[src/rtl/conv1_window_gen.sv]
// Streaming KxK sliding-window generator feeding conv1: K-1 line buffers plus a shifting window register.
// Optional define CONV1_WINGEN_IDX_EN adds win_row/win_col output-map coordinates.
module conv1_window_gen #(
   parameter int IMG_W = 32,
   parameter int IMG_H = 32,
   parameter int K     = 5,
   parameter int DW    = 16
) (
   input  logic                 clk,
   input  logic                 rstn,
   input  logic                 start,
   input  logic [DW-1:0]        pix_in,
   input  logic                 pix_valid,
   output logic                 pix_ready,
   output logic [K*K*DW-1:0]    input_act,
   output logic                 valid,
   output logic                 busy,
   output logic                 frame_done
`ifdef CONV1_WINGEN_IDX_EN
   ,
   output logic [$clog2(IMG_H)-1:0] win_row,
   output logic [$clog2(IMG_W)-1:0] win_col
`endif
);

   localparam int CW = $clog2(IMG_W);
   localparam int RW = $clog2(IMG_H);

   typedef enum logic [1:0] {S_IDLE, S_RUN, S_DONE} state_t;

   state_t                       state_q;
   logic [CW-1:0]                col_q;
   logic [RW-1:0]                row_q;
   logic [K-1:0][K-1:0][DW-1:0]  win_q, win_d;
   logic [K-1:0][DW-1:0]         newcol;
   logic                         valid_q, done_q, busy_q;
   logic [DW-1:0]                lb_q [K-1][IMG_W];
   logic                         acc, col_last, row_last, win_ok;

   assign acc       = pix_valid && (state_q == S_RUN);
   assign col_last  = (col_q == CW'(IMG_W-1));
   assign row_last  = (row_q == RW'(IMG_H-1));
   assign win_ok    = (row_q >= RW'(K-1)) && (col_q >= CW'(K-1));

   assign pix_ready  = (state_q == S_RUN);
   assign input_act  = win_q;
   assign valid      = valid_q;
   assign busy       = busy_q;
   assign frame_done = done_q;

   // Incoming column: buffered rows at this column, oldest on top, new pixel at the bottom.
   always_comb begin
      newcol = '0;
      for (int r = 0; r < K-1; r++) newcol[r] = lb_q[r][col_q];
      newcol[K-1] = pix_in;
   end

   always_comb begin
      win_d = win_q;
      if (acc) begin
         for (int r = 0; r < K; r++) begin
            for (int c = 0; c < K-1; c++) win_d[r][c] = win_q[r][c+1];
            win_d[r][K-1] = newcol[r];
         end
      end
   end

   // Line buffer RAM carries no reset; stale rows are flushed before any window is flagged.
   always_ff @(posedge clk) begin
      if (acc) begin
         for (int r = 0; r < K-1; r++) lb_q[r][col_q] <= newcol[r+1];
      end
   end

   always_ff @(posedge clk) begin
      if (!rstn) begin
         state_q <= S_IDLE;
         col_q   <= '0;
         row_q   <= '0;
         win_q   <= '0;
         valid_q <= 1'b0;
         done_q  <= 1'b0;
         busy_q  <= 1'b0;
      end else begin
         valid_q <= acc && win_ok;
         done_q  <= acc && row_last && col_last;
         win_q   <= win_d;
         case (state_q)
            S_IDLE: if (start) begin
               state_q <= S_RUN;
               busy_q  <= 1'b1;
               col_q   <= '0;
               row_q   <= '0;
            end
            S_RUN: if (acc) begin
               if (col_last) begin
                  col_q <= '0;
                  if (row_last) begin
                     row_q   <= '0;
                     state_q <= S_DONE;
                  end else begin
                     row_q <= row_q + 1'b1;
                  end
               end else begin
                  col_q <= col_q + 1'b1;
               end
            end
            S_DONE: begin
               state_q <= S_IDLE;
               busy_q  <= 1'b0;
            end
            default: begin
               state_q <= S_IDLE;
               busy_q  <= 1'b0;
            end
         endcase
      end
   end

`ifdef CONV1_WINGEN_IDX_EN
   logic [RW-1:0] win_row_q;
   logic [CW-1:0] win_col_q;

   assign win_row = win_row_q;
   assign win_col = win_col_q;

   always_ff @(posedge clk) begin
      if (!rstn) begin
         win_row_q <= '0;
         win_col_q <= '0;
      end else if (acc && win_ok) begin
         win_row_q <= row_q - RW'(K-1);
         win_col_q <= col_q - CW'(K-1);
      end
   end
`endif

endmodule

[config.mk]
export PLATFORM = sky130hd
export DESIGN_NAME = conv1_window_gen
export DESIGN_NICKNAME = d
export VERILOG_FILES = /design/src/rtl/conv1_window_gen.sv
export SDC_FILE = /design/constraint.sdc
export NUM_CORES = 2
export LEC_CHECK = 0
export ABC_AREA = 1
export CAP_MARGIN = 5
export CORE_UTILIZATION = 55
export CTS_CLUSTER_DIAMETER = 100
export DETAILED_ROUTE_END_ITERATION = 7
export PLACE_DENSITY_LB_ADDON = 0.3
export SLEW_MARGIN = 10
export SYNTH_ARGS = -nofsm -noshare
export SYNTH_HDL_FRONTEND = slang
export SYNTH_SLANG_ARGS = --single-unit
[constraint.sdc]
create_clock -name clk -period 7.95 [get_ports clk]
set_input_delay 0.795 -clock clk [delete_from_list [all_inputs] [get_ports clk]]
set_output_delay 0.795 -clock clk [all_outputs]
set_load 0.01 [all_outputs]
==> results by group <==
Outcome
  • Status: finished with violations
  • Failing checks: DRC

STA
  • Tmin final: 4.83 ns
  • Fmax achieved: 207 MHz
  • Fin Setup TNS: 0 ns
  • Hold Fails Final Rpt: 0
  • Worst Clk Skew: 0.0415 ns
  • Slew HR: 10.3%
  • Final Max Slew Viols: 0
  • Crit share post-route: 60.7%
  • Setup repair after global routing missed its margin: false
  • Least-Margin Pin Slew: 1.34 ns
  • Final setup fails: 0

Clock network
  • CTS tree: done
  • Resized Gates After CTS: 0
  • Worst-case clock buffer depth: 3
  • Post-CTS Setup Inserts: 0
  • Clk sinks: 2,463
  • CTS Root Cell: clkbuf_16
  • CTS H-tree lvls: 4
  • Worst-path clk slew: 0.06 ns
  • Clk Latency, worst-skew pair: 0.89 ns
  • Num CTS Buffers: 232
  • Hold-fix buffers, CTS: 0

Synth
  • Syn Nets: 10.4k
  • Top FF cell, synth: edfxtp_1
  • Cell taking the most area after synthesis: edfxtp_1
  • Synthesized area: 102,000 um2
  • Post-synth cell types: 28
  • Asr flop ratio synth: 0%
  • Post-synthesis sequential area ratio: 68.4%
  • Avg Inst Size Synth: 9.84 um2
  • EDFF count, synth: 2,048
  • Synth warn: 0
  • Commonest cells post-synth: nand2_1 (4,230), edfxtp_1 (2,048), inv_1 (1,421), nand3_1 (785), dfxtp_1 (415)
  • Top-area cell type share of the netlist area: 60.3%
  • Synthesis-stage register bit count: 2,463
  • Cells after synthesis: 10.4k
  • Most common cell in the netlist: nand2_1
  • Ranking of synthesized cells by area: edfxtp_1 (60%), nand2_1 (16%), dfxtp_1 (8.1%)

Floorplan
  • Core ar.: 184,000 um2
  • Die area: 187,000 um2
  • # IOs: 424
  • Effective utilization at floorplan: 55.5%
  • Die height: 433 um
  • Die Wd: 433 um
  • Row count: 157

Pwr
  • Flop pwr share: 52.4%
  • Net Sw Frac: 24.0%
  • Total power draw: 27.5 mW
  • Combinational share of power: 8.5%
  • Leak: 47.7 nW
  • Net Sw Power: 6.58 mW
  • Maximum vdd ir drop: 0.252 mV
  • Pwr Density: 237 nW/um2
  • P_int: 20.9 mW
  • Clock power frac: 39.1%

Setup path
  • Worst Reg-to-Reg Cells: 9
  • Critical Path Sink Type: flop
  • WS Path Type: reg2reg
  • Max Fanout on Critical Path: 183
  • Setup crit start kind: flop
  • CP arrival: 5.15 ns
  • Data required, critical path: 8.27 ns

Job
  • Max Cap Viol: 0

GRT
  • Pin count of the biggest net entering global routing: 228
  • Vias in the first global route: 68.9k
  • Gr usage total: 30.9%
  • Initial antenna violation count: 11
  • First-pass GRT wire length: 430,000 um
  • Total gr overflow: 0

Route
  • Initial drt markers: 10.3k
  • ANT nets after route: 0
  • Routed vias/inst: 5.50
  • Total number of vias: 73.2k
  • WL final: 291,000 um
  • # DRC: 2
  • Average wire per standard cell: 21.9 um
  • Drt pass-1 iters: 8

Place
  • RePlAce Congestion: 0.864
  • IO buf count: 423
  • Dpl hpwl: 172,000 um

Worst hold path
  • Hold WC Path Type: reg2reg
  • Hold Path Cell Cnt: 2

Layout
  • Fillers: 14.2k
  • Fin nets: 10.7k
  • Area growth syn-to-layout: 13.6%
  • Layout cell share with drive strength beyond 1: 4.89%
[logic make-up after synthesis]
logic type	Yosys count	share of synthesized area, %
DFF	2463	68.4
xor gates and xnor gates	2	0.0172
AOI/OAI and AO/OA	604	3.12
buffers and inverters	1955	7.67
adders and majority gates	9	0.110
and+or+nand+nor	5339	20.6
[worst paths after layout]
check	start	to	slack [ns]
min reg2reg	input_act[251]	input_act[251]	0.46
max	col_q[0]	lb_q[1][118]	3.12
min	input_act[251]	input_act[251]	0.46
max reg2reg	col_q[0]	lb_q[1][118]	3.12
[power groups by stage]
stage	clock network, mW	logic [mW]	registers (mW)
floorplan	0	1.36	14.7
global placement	0	2.22	14.7
detailed placement	0	2.27	14.7
CTS	10.8	2.28	14.4
global route	11.3	2.51	14.4
finish	10.7	2.33	14.4
[metal layers]
metal | vias to the layer above | share of wire (%) | track usage [%]
met5 | - | 0 | 0
met2 | 4476 | 45 | 48.0
met3 | 600 | 13 | 7.02
met1 | 34563 | 37 | 41.9
met4 | 0 | 4.3 | 12.7
li1 | 33552 | - | -
[layout make-up]
class                           count  area [um2]  share of cell area, %
Clock buffer                      340        6630                   5.72
Tap cell                         2464        3080                   2.66
Multi-Input combinational cell   5954       24700                   21.3
Sequential cell                  2463       69800                   60.2
Antenna cell                        3        7.51                0.00648
Inverter                         1426        5390                   4.65
Clock inverter                     83         674                  0.582
Timing Repair Buffer              571        5620                   4.84
[registers in the layout, indices dropped and copies added (netlist names)]
register and cells:
input_act 400, row_q 5, frame_done 1, col_q 5
state_q 2, busy 1, lb_q 2048, valid 1
[worst max-delay path, stage by stage, from the launching register on]
cell     delay (ns)
dfxtp_4        0.58
inv_16         0.54
buf_12         0.66
nand2_1        0.11
nand3_1        0.10
nand2_1        0.06
nand2_1        0.07
nand2_1        0.06
nor2_1         0.69
nand2_1        0.96
[stage by stage]
step | cells | hold slack (ns) | setup slack (ns) | cell area (um2) | utilization (%)
after floorplan | 10372 | 0.423 | 3.28 | 102000 | -
after global placement | 12878 | 0.438 | 2.71 | 109000 | 59.1
after detailed placement | 12878 | 0.457 | 2.67 | 109000 | 59.1
after CTS | 13301 | 0.466 | 3.31 | 116000 | 63.1
after global routing | 13301 | 0.483 | 2.93 | 116000 | 63.1
final | 13304 | 0.462 | 3.12 | 116000 | 63.1
[cell usage in the layout, fill, tap and decap left out, types with 3 or more instances in the layout]
cell type and count:
a21oi_1 372, buf_12 23, buf_4 126, bufinv_16 9, clkbuf_1 74, clkbuf_16 242
clkbuf_2 5, clkbuf_8 20, clkdlybuf4s50_1 419, clkinv_1 31, clkinv_2 32, clkinvlp_4 4
dfxtp_1 413, diode_2 3, edfxtp_1 2048, ha_1 9, inv_1 1420, inv_6 4
inv_8 3, nand2_1 4218, nand2_2 11, nand3_1 785, nor2_1 277, nor2_4 34
nor3_1 6, nor3_2 4, o21a_1 59, o21ai_0 138, o21ai_1 30
(Power assumes the default switching activity.)
